<file path="src/rtl/ram16x4_arbiter.sv">
// Round-robin arbiter sharing one single-port 16x4 RAM between two req/ack requesters.
// Optional post-reset init sweep of every RAM word is compiled in with `define RAM16X4_ARB_INIT_EN.
module ram16x4_arbiter #(
  parameter int                ADDR_W   = 4,
  parameter int                DATA_W   = 4,
  parameter logic [DATA_W-1:0] INIT_VAL = '0
) (
  input  logic              clk,
  input  logic              rst_n,
  input  logic              a_req,
  input  logic              a_we,
  input  logic [ADDR_W-1:0] a_addr,
  input  logic [DATA_W-1:0] a_wdata,
  output logic              a_ack,
  input  logic              b_req,
  input  logic              b_we,
  input  logic [ADDR_W-1:0] b_addr,
  input  logic [DATA_W-1:0] b_wdata,
  output logic              b_ack,
  output logic [DATA_W-1:0] rdata,
  output logic              init_done,
  output logic [ADDR_W-1:0] ram_addr,
  output logic              ram_we,
  output logic [DATA_W-1:0] ram_wdata,
  input  logic [DATA_W-1:0] ram_rdata
);

  typedef enum logic [1:0] {
    ST_INIT,
    ST_IDLE,
    ST_ACCESS,
    ST_RESP
  } state_e;

  state_e              state_q,     state_d;
  logic                last_gnt_q,  last_gnt_d;   // 1 = port B granted last
  logic                gnt_b_q,     gnt_b_d;      // winner of the access in flight
  logic [ADDR_W-1:0]   ram_addr_q,  ram_addr_d;
  logic                ram_we_q,    ram_we_d;
  logic [DATA_W-1:0]   ram_wdata_q, ram_wdata_d;
  logic [DATA_W-1:0]   rdata_q,     rdata_d;
  logic                a_ack_q,     a_ack_d;
  logic                b_ack_q,     b_ack_d;
  logic                pick_b;

`ifdef RAM16X4_ARB_INIT_EN
  localparam int              DEPTH     = 2 ** ADDR_W;
  localparam logic [ADDR_W:0] INIT_LAST = (ADDR_W + 1)'(DEPTH);
  localparam state_e          RST_STATE = ST_INIT;
  logic [ADDR_W:0]            init_cnt_q, init_cnt_d;
`else
  localparam state_e          RST_STATE = ST_IDLE;
`endif

  // NOTE: every state register uses non-blocking assignment so all flops
  // update together from the values computed before the edge.
  always_ff @(posedge clk or negedge rst_n) begin
    if (!rst_n) begin
      state_q     <= RST_STATE;
      last_gnt_q  <= 1'b1;
      gnt_b_q     <= 1'b0;
      ram_addr_q  <= '0;
      ram_we_q    <= 1'b0;
      ram_wdata_q <= '0;
      rdata_q     <= '0;
      a_ack_q     <= 1'b0;
      b_ack_q     <= 1'b0;
`ifdef RAM16X4_ARB_INIT_EN
      init_cnt_q  <= '0;
`endif
    end else begin
      state_q     <= state_d;
      last_gnt_q  <= last_gnt_d;
      gnt_b_q     <= gnt_b_d;
      ram_addr_q  <= ram_addr_d;
      ram_we_q    <= ram_we_d;
      ram_wdata_q <= ram_wdata_d;
      rdata_q     <= rdata_d;
      a_ack_q     <= a_ack_d;
      b_ack_q     <= b_ack_d;
`ifdef RAM16X4_ARB_INIT_EN
      init_cnt_q  <= init_cnt_d;
`endif
    end
  end

  // On a tie the port that did not win last time takes the grant.
  assign pick_b = b_req & (~a_req | ~last_gnt_q);

  // NOTE: every variable gets a default before the case so no path can leave
  // one unassigned and infer a latch.
  always_comb begin
    state_d     = state_q;
    last_gnt_d  = last_gnt_q;
    gnt_b_d     = gnt_b_q;
    ram_addr_d  = ram_addr_q;
    ram_we_d    = 1'b0;
    ram_wdata_d = ram_wdata_q;
    rdata_d     = rdata_q;
    a_ack_d     = 1'b0;
    b_ack_d     = 1'b0;
`ifdef RAM16X4_ARB_INIT_EN
    init_cnt_d  = init_cnt_q;
`endif

    unique case (state_q)
`ifdef RAM16X4_ARB_INIT_EN
      ST_INIT: begin
        if (init_cnt_q == INIT_LAST) begin
          ram_addr_d = '0;
          state_d    = ST_IDLE;
        end else begin
          ram_we_d    = 1'b1;
          ram_addr_d  = init_cnt_q[ADDR_W-1:0];
          ram_wdata_d = INIT_VAL;
          init_cnt_d  = init_cnt_q + 1'b1;
        end
      end
`endif
      ST_IDLE: begin
        if (a_req || b_req) begin
          gnt_b_d     = pick_b;
          last_gnt_d  = pick_b;
          ram_addr_d  = pick_b ? b_addr  : a_addr;
          ram_we_d    = pick_b ? b_we    : a_we;
          ram_wdata_d = pick_b ? b_wdata : a_wdata;
          state_d     = ST_ACCESS;
        end
      end
      ST_ACCESS: begin
        // The external RAM commits a write at this same edge; only reads load rdata.
        if (!ram_we_q) begin
          rdata_d = ram_rdata;
        end
        a_ack_d = ~gnt_b_q;
        b_ack_d = gnt_b_q;
        state_d = ST_RESP;
      end
      ST_RESP: begin
        state_d = ST_IDLE;
      end
      default: begin
        state_d = ST_IDLE;
      end
    endcase
  end

`ifdef RAM16X4_ARB_INIT_EN
  assign init_done = (state_q != ST_INIT);
`else
  assign init_done = 1'b1;
`endif

  assign a_ack     = a_ack_q;
  assign b_ack     = b_ack_q;
  assign rdata     = rdata_q;
  assign ram_addr  = ram_addr_q;
  assign ram_we    = ram_we_q;
  assign ram_wdata = ram_wdata_q;

endmodule

</file>
<file path="config.mk">
export PLATFORM = sky130hd
export DESIGN_NAME = ram16x4_arbiter
export DESIGN_NICKNAME = d
export VERILOG_FILES = /design/src/rtl/ram16x4_arbiter.sv
export SDC_FILE = /design/constraint.sdc
export NUM_CORES = 1
export LEC_CHECK = 0
export ABC_AREA = 1
export CORE_MARGIN = 1.5
export CORE_UTILIZATION = 45
export CTS_CLUSTER_SIZE = 28
export DETAILED_ROUTE_END_ITERATION = 7
export PLACE_DENSITY_LB_ADDON = 0.2
export SYNTH_ARGS = -nofsm -noshare
export SYNTH_HDL_FRONTEND = slang
export SYNTH_SLANG_ARGS = --single-unit
</file>
<file path="constraint.sdc">
create_clock -name clk -period 2.78 [get_ports clk]
set_clock_uncertainty 0.15 [all_clocks]
set_input_delay 0.417 -clock clk [delete_from_list [all_inputs] [get_ports clk]]
set_output_delay 0.417 -clock clk [all_outputs]
set_load 0.02 [all_outputs]
</file>
# Word-level counts from Yosys, hierarchy flattened
# Index checks and enable logic that the tools add are counted.
# op_classes
eq_ne	3
muxes	9
bitwise_logic	6
n_reduce_logical	3
# op_table
operator	n
two-way mux 4 bit	2
two-way mux 1 bit	5
NOT 1 bit	4
one-hot mux 2 bit (2 select lines)	1
AND reduction 2 bit	2
equality test 2 x 1 -> 1 bit, second input constant	1
equality test 2 bit, second input constant	1
two-way mux 2 bit	1
inequality test 2 bit, second input constant	1
AND 1 bit	1
logical OR 1 bit	1
bitwise OR 1 bit	1
# totals
register_bits	19
inputBits	26
output_inout_bits	16
wordCells	30

# Depth between registers and ports, before layout
# Gate-level depths: netlist (run 1).
# logic_depth
depth_word	6
mapped_depth	7
depth_no_buf	7

# Worst setup path before layout (run 1)
# Ideal clock, no wire load.
# synth_timing
path_kind	flip-flop to flip-flop
startpoint	register state_q[0]
endpoint	register rdata_q[0] (netlist: rdata[0])
setup_ps	74
t_arrival_ps	1177
required_ps	2556
path_slack_ps	1379
path_stages_with_launch	8
n_path_buf	1
period_less_slack_ps	1401
path_cell_list	dfstp_2 -> inv_1 -> ha_1 -> inv_1 -> or2_0 -> buf_6 -> nand2_2 -> o21ai_2
# synth_between
elab_chain_len	2
# synth_lines
element	line	rtl
start, declared	35	state_e state_q, state_d;
start signal, assigned	72	state_q <= state_d;
equality test 2 bit	106	unique case (state_q)
AND reduction 2 bit (no line)	--	
end signal, assigned	78	rdata_q <= rdata_d;
end, declared	41	logic [DATA_W-1:0] rdata_q, rdata_d;
# No other way between the ends.
# A chain may end at the register's enable or synchronous reset.

# Final worst setup path (run 1)
# layout_timing
startpoint	register rdata_q[1] (netlist: rdata[1])
endpoint	output rdata[1]
# layout_lines
element	line	rtl
end, declared	20	output logic [DATA_W-1:0] rdata,
# No word-level cell between the ends.

==> results of run 1 <==
Yosys cell counts (all sizes together):
cell    count
inv        29
conb        1
nand3b      1
buf         3
or2         1
dfstp       2
ha          3
o21ai       6
nor2        5
nand2      40
nand3      16
dfrtp      17
metal layers:
metal  routed length (um)  vias to the layer above  GRT usage [%]
met5                    0                        -              0
met4                   30                        0           6.76
met3                  115                        5           3.22
met2                 1050                       33           32.9
met1                  853                      408           21.2
li1                     -                      449              -
stage by stage:
stage	util (%)	area, um2	setup slack (ns)	instances
floorplan	-	1030	1.38	124
global placement	65.6	1440	0.791	189
detailed placement	65.6	1440	0.746	189
CTS	66.8	1460	0.916	193
global route	66.8	1460	0.833	193
finish	66.8	1460	0.928	193
placed cells by master, fill, tap and decap left out:
cell type,netlist,final
dfstp_2,2,2
dfrtp_1,17,17
nor2_2,2,2
clkinv_2,0,1
inv_1,19,19
nand2_2,4,4
ha_1,3,3
nand2_8,1,1
nand3_1,16,16
nand2_1,34,34
clkdlybuf4s50_1,0,40
nor2_1,1,1
or2_0,1,1
nor2_4,1,1
nand2_4,1,1
o21ai_2,4,4
inv_2,9,9
clkbuf_4,0,3
nand3b_1,1,1
nor2_8,1,1
o21ai_1,2,2
inv_4,1,1
conb_1,1,1
report_power, final:
part,total (mW),switching (mW),leakage [nW],internal [mW]
combinational,0.752,0.411,0.511,0.341
clock,0.141,0.0878,0.0177,0.0536
sequential,0.497,0.0782,0.232,0.418
how the worst min path moves through the flow:
| stage | startpoint | end |
|---|---|---|
| floorplan | rst_n | a_ack$_DFF_PN0_ |
| global placement | gnt_b_q$_DFFE_PN0P_ | a_ack$_DFF_PN0_ |
| detailed placement | gnt_b_q$_DFFE_PN0P_ | a_ack$_DFF_PN0_ |
| CTS | gnt_b_q$_DFFE_PN0P_ | a_ack$_DFF_PN0_ |
| global route | gnt_b_q$_DFFE_PN0P_ | a_ack$_DFF_PN0_ |
| finish | gnt_b_q$_DFFE_PN0P_ | a_ack$_DFF_PN0_ |
registers in the layout, summed over array words and instances (netlist names):
signal      cells
state_q         2
ram_we          1
ram_wdata       4
last_gnt_q      1
b_ack           1
rdata           4
a_ack           1
ram_addr        4
gnt_b_q         1
final cells by class:
| cell class | instances | area share, % |
|---|---|---|
| Sequential cell | 19 | 32.6 |
| Timing Repair Buffer | 40 | 27.4 |
| Multi-Input combinational cell | 73 | 28.1 |
| Inverter | 29 | 7.61 |
| Clock inverter | 1 | 0.342 |
| Tap cell | 28 | 2.39 |
| Clock buffer | 3 | 1.54 |
cell families (layout without fill, tap and decap cells):
group | after synthesis | in the layout | synth area share (%)
other | 1 | 1 | 0.364
AND/OR/NAND/NOR | 63 | 63 | 31.6
buffers and inverters | 32 | 73 | 13.7
AO/OA/AOI/OAI | 6 | 6 | 4.37
flip-flops | 19 | 19 | 46.4
adder cells (fa/ha/maj) | 3 | 3 | 3.64
==> results.yml, run 1 <==
run_status:
  status: "complete, no violations"
logic_synthesis:
  syn_inst: 124
  netlist_area_um2: 1030
  synth_cell_types: 22
  yosys_warnings: 0
  ys_ff_latch: 19
  synth_area_leaders: "dfrtp_1, nand2_1, nand3_1"
  synth_area_per_cell_um2: 8.31
  yosysTopAreaCell: "dfrtp_1"
  synth_seq_area_share_pct: 46.4
  synth_nets: 153
  netlist.area_leader.share_pct: 41.3
placed_design:
  portBuffers: 40
  place.gp.congestion: 0.795
  dp_hpwl_um: 1640
final_layout:
  layout.nets: 195
  fill_cells: 180
  antenna_cells: 0
  syn_to_final_growth_pct: 42.0
  seq_area_um2: 478
  multiInputGateArea_um2: 412
  layout-drive-gt1-share_pct: 18.2
setup_path:
  worst-path-buf-inv: 1
  crit_type: "flop to output pin"
  r2r_cells: 6
  cpPeakStageDelay_ns: 0.61
  cp-end-kind: "output pin"
  crit_chain: "clkdlybuf4s50_1"
  cp_slowest_cell: "clkdlybuf4s50_1"
  r2r-start: "state_q[0]$_DFFE_PN1P_"
  reg2reg_to: "rdata[3]$_DFFE_PN0P_"
  cp_num_cells: 1
  critPathMaxFanout: 2
  reg2reg_slack_ns: 0.99
  start_kind: "flop"
  crit_path_start: "rdata[1]$_DFFE_PN0P_"
  crit_family: "buffers and inverters"
  crit_required_ns: 2.21
  critPathCapture: "rdata[1]"
  worstPathArrival_ns: 1.28
sta:
  layout_min_cycle_time_ns: 1.85
  fmax_ghz: 0.540
  hold_violations: 0
  maxSlewViolCount: 0
  fin_crit_sh_pct: 66.6
  rsz0062_at_grt: "false"
  slew_headroom_pct: 43.9
  tightest_slew_ns: 0.840
  finalSetupViolations: 0
  hold_slack_ns: 0.318
  tns_ns: 0
route:
  avgRoutedWirePerCell_um: 10.6
  avgViaCountPerCell: 4.64
  drtIter0Drc: 4
  drc: 0
  wirelength_um: 2050
  first_pass_iters: 4
  ant_nets: 0
  vias: 895
pwr:
  static-leakage-power_nw: 0.761
  vdd_drop_max_mv: 0.561
  power.total_mw: 1.39
  powerDensity_nw_per_um2: 950
floorplan:
  ios: 42
  fp-row-count: 17
  die_w_um: 50.9
  start_util_pct: 47.1
  die_h_um: 50.9
  core_um2: 2190
  dieArea_um2: 2590
clock_tree:
  post_cts_buffers: 0
  clock_sinks: 19
  cts_resized: 0
  insertion_delay_ns: 0.30
  htreeDepth: 1
  clock-root-buffer: "clkbuf_4"
  cts_buffer_depth: 2
  cts-buffers-inserted: 3
  clk_pin_slew_ns: 0.11
  cts_hold_buf: 0
  cts_tree: "built"
global_route:
  grt_max_degree: 20
  grtUsageTotal_pct: 18.1
  gr-total-overflow: 0
  antenna_found_initial: 0
  grt_pass1_vias: 858
  grt_pass1_wl_um: 3530
min_path:
  whs_path_depth: 1
  hp-class: "flop to flop"
run:
  max_cap_viol_count: 0
No activity file was read; power rests on OpenSTA's default activity.
==> run 2: changes to the inputs <==
--- a/config.mk
+++ b/config.mk
@@ -7,7 +7,7 @@
 export LEC_CHECK = 0
 export ABC_AREA = 1
 export CORE_MARGIN = 1.5
-export CORE_UTILIZATION = 45
+export CORE_UTILIZATION = 38
 export CTS_CLUSTER_SIZE = 28
 export DETAILED_ROUTE_END_ITERATION = 7
 export PLACE_DENSITY_LB_ADDON = 0.2
==> constraint.sdc (replaced) <==
create_clock -name clk -period 1.5 [get_ports clk]
set_clock_uncertainty 0.15 [all_clocks]
set_input_delay 0.225 -clock clk [delete_from_list [all_inputs] [get_ports clk]]
set_output_delay 0.225 -clock clk [all_outputs]
set_load 0.02 [all_outputs]
==> results.yml, run 2 (synthesized netlist as in run 1, its figures left out) <==
run_status:
  status: "complete, no violations"
final_layout:
  final_common_cell: "nand2_1"
  seq_area_um2: 478
  syn_to_final_growth_pct: 45.9
  antenna_cells: 0
  fill_cells: 257
  most-common-layout-cells: "nand2_1, clkdlybuf4s50_1, dfrtp_1"
  layout.nets: 201
  multiInputGateArea_um2: 428
  layout-drive-gt1-share_pct: 23.4
pwr:
  powerDensity_nw_per_um2: 1700
  p_seq_share_pct: 35.9
  power.net_switching_mw: 1.11
  static-leakage-power_nw: 0.820
  vdd_drop_max_mv: 0.976
  power_frac_comb_pct: 53.5
  p_clk_share_pct: 10.6
  swShare_pct: 43.5
  internal_power_mw: 1.45
global_route:
  grt_max_degree: 20
  grt_pass1_wl_um: 3520
  antenna_found_initial: 0
  grt_pass1_vias: 867
  gr-total-overflow: 0
  grtUsageTotal_pct: 16.5
sta:
  fmax_ghz: 0.705
  rsz0062_at_grt: "true"
  finalSetupViolations: 0
  hold_slack_ns: 0.0837
  layout_min_cycle_time_ns: 1.42
  maxSlewViolCount: 0
  fin_crit_sh_pct: 94.6
  tns_ns: 0
  hold_violations: 0
setup_path:
  critPathMaxFanout: 10
  cp-end-kind: "flop"
  worstPathArrival_ns: 1.47
  crit_type: "flop to flop"
  start_kind: "flop"
  crit_required_ns: 1.55
floorplan:
  start_util_pct: 40.9
  die_h_um: 55.1
  ios: 42
  core_um2: 2520
  die_w_um: 55.1
  dieArea_um2: 3030
  fp-row-count: 18
route:
  drtIter0Drc: 8
  first_pass_iters: 3
  avgRoutedWirePerCell_um: 11.0
  drc: 0
  vias: 900
  avgViaCountPerCell: 4.48
  ant_nets: 0
  wirelength_um: 2220
min_path:
  hp-class: "input port to async pin"
clock_tree:
  insertion_delay_ns: 0.31
  cts_hold_buf: 0
  cts-buffers-inserted: 3
  cts_buffer_depth: 2
  htreeDepth: 1
  clock_sinks: 19
  clock-root-buffer: "clkbuf_4"
  clk_pin_slew_ns: 0.11
  cts_tree: "built"
placed_design:
  place.gp.congestion: 0.784
  portBuffers: 40
  dp_hpwl_um: 1700
run:
  max_cap_viol_count: 0
==> run 2: cell count changes in the layout (fill, tap and decap cells not counted), moves of 2 or more <==
cell / change
clkdlybuf4s50_1: -15
dlygate4sd2_1: +15
buf_4: +4
inv_1: -3
inv_2: +3
ha_1: -2
ha_2: +2
==> run 2: cell type report <==
class	count	share of cell area (%)
Clock buffer	4	1.75
Inverter	29	7.40
Multi-Input combinational cell	74	28.5
Sequential cell	19	31.8
Tap cell	30	2.50
Timing Repair Buffer	45	28.1
==> run 2: power groups by stage <==
stage          Clock (mW)  Sequential [mW]  Combinational, mW
2_1_floorplan           0             1.15              0.644
3_3_place_gp            0            0.929               1.42
3_5_place_dp            0            0.934               1.46
4_1_cts             0.276            0.918               1.36
5_1_grt             0.290            0.949               1.55
6_report            0.270            0.919               1.37
==> run 2: final timing paths <==
| path | slack [ns] | from | endpoint | cells after the start |
|---|---|---|---|---|
| max | 0.08 | state_q[0]$_DFFE_PN1P_ | ram_wdata[2]$_DFFE_PN0P_ | 6 |
| min | 0.08 | rst_n | a_ack$_DFF_PN0_ | 2 |
| max reg2reg | 0.08 | state_q[0]$_DFFE_PN1P_ | ram_wdata[2]$_DFFE_PN0P_ | 6 |
| min reg2reg | 0.32 | gnt_b_q$_DFFE_PN0P_ | a_ack$_DFF_PN0_ | 1 |
| max in group asynchronous | 0.85 | rst_n | last_gnt_q$_DFFE_PN1P_ | 2 |
| min in group clk | 0.31 | ram_rdata[1] | rdata[1]$_DFFE_PN0P_ | 3 |
==> run 2: layer usage <==
layer / global-route usage [%] / part of all wire [%]
met1: 19.1 / 42
met2: 29.6 / 51
met3: 2.69 / 6.1
met4: 7.32 / 1.1
met5: 0 / 0
==> run 2: through the flow <==
| stage | setup WS [ns] | power [mW] | cell area (um2) | util [%] | instances |
|---|---|---|---|---|---|
| floorplan | 0.0993 | 1.79 | 1030 | - | 124 |
| global placement | 0.00205 | 2.35 | 1470 | 58.2 | 195 |
| detailed placement | -0.0285 | 2.39 | 1470 | 58.2 | 195 |
| CTS | 0.00462 | 2.56 | 1490 | 59.0 | 200 |
| global route | -0.00489 | 2.79 | 1500 | 59.6 | 201 |
| finish | 0.0815 | 2.56 | 1500 | 59.6 | 201 |
==> run 2: repair_timing <==
item                       CTS  global route
buffers inserted             1             0
setup endpoints to repair   21            15
pin swaps                    1             2
cloned                       0             1
gates resized for setup     17             5
==> run 2: worst max-delay path: stages, from the launching register on <==
cell and delay (ns):
dfstp_2 0.57, ha_2 0.19, inv_2 0.08, nor2_8 0.13
inv_4 0.08, nand2_1 0.07, nand2_1 0.05
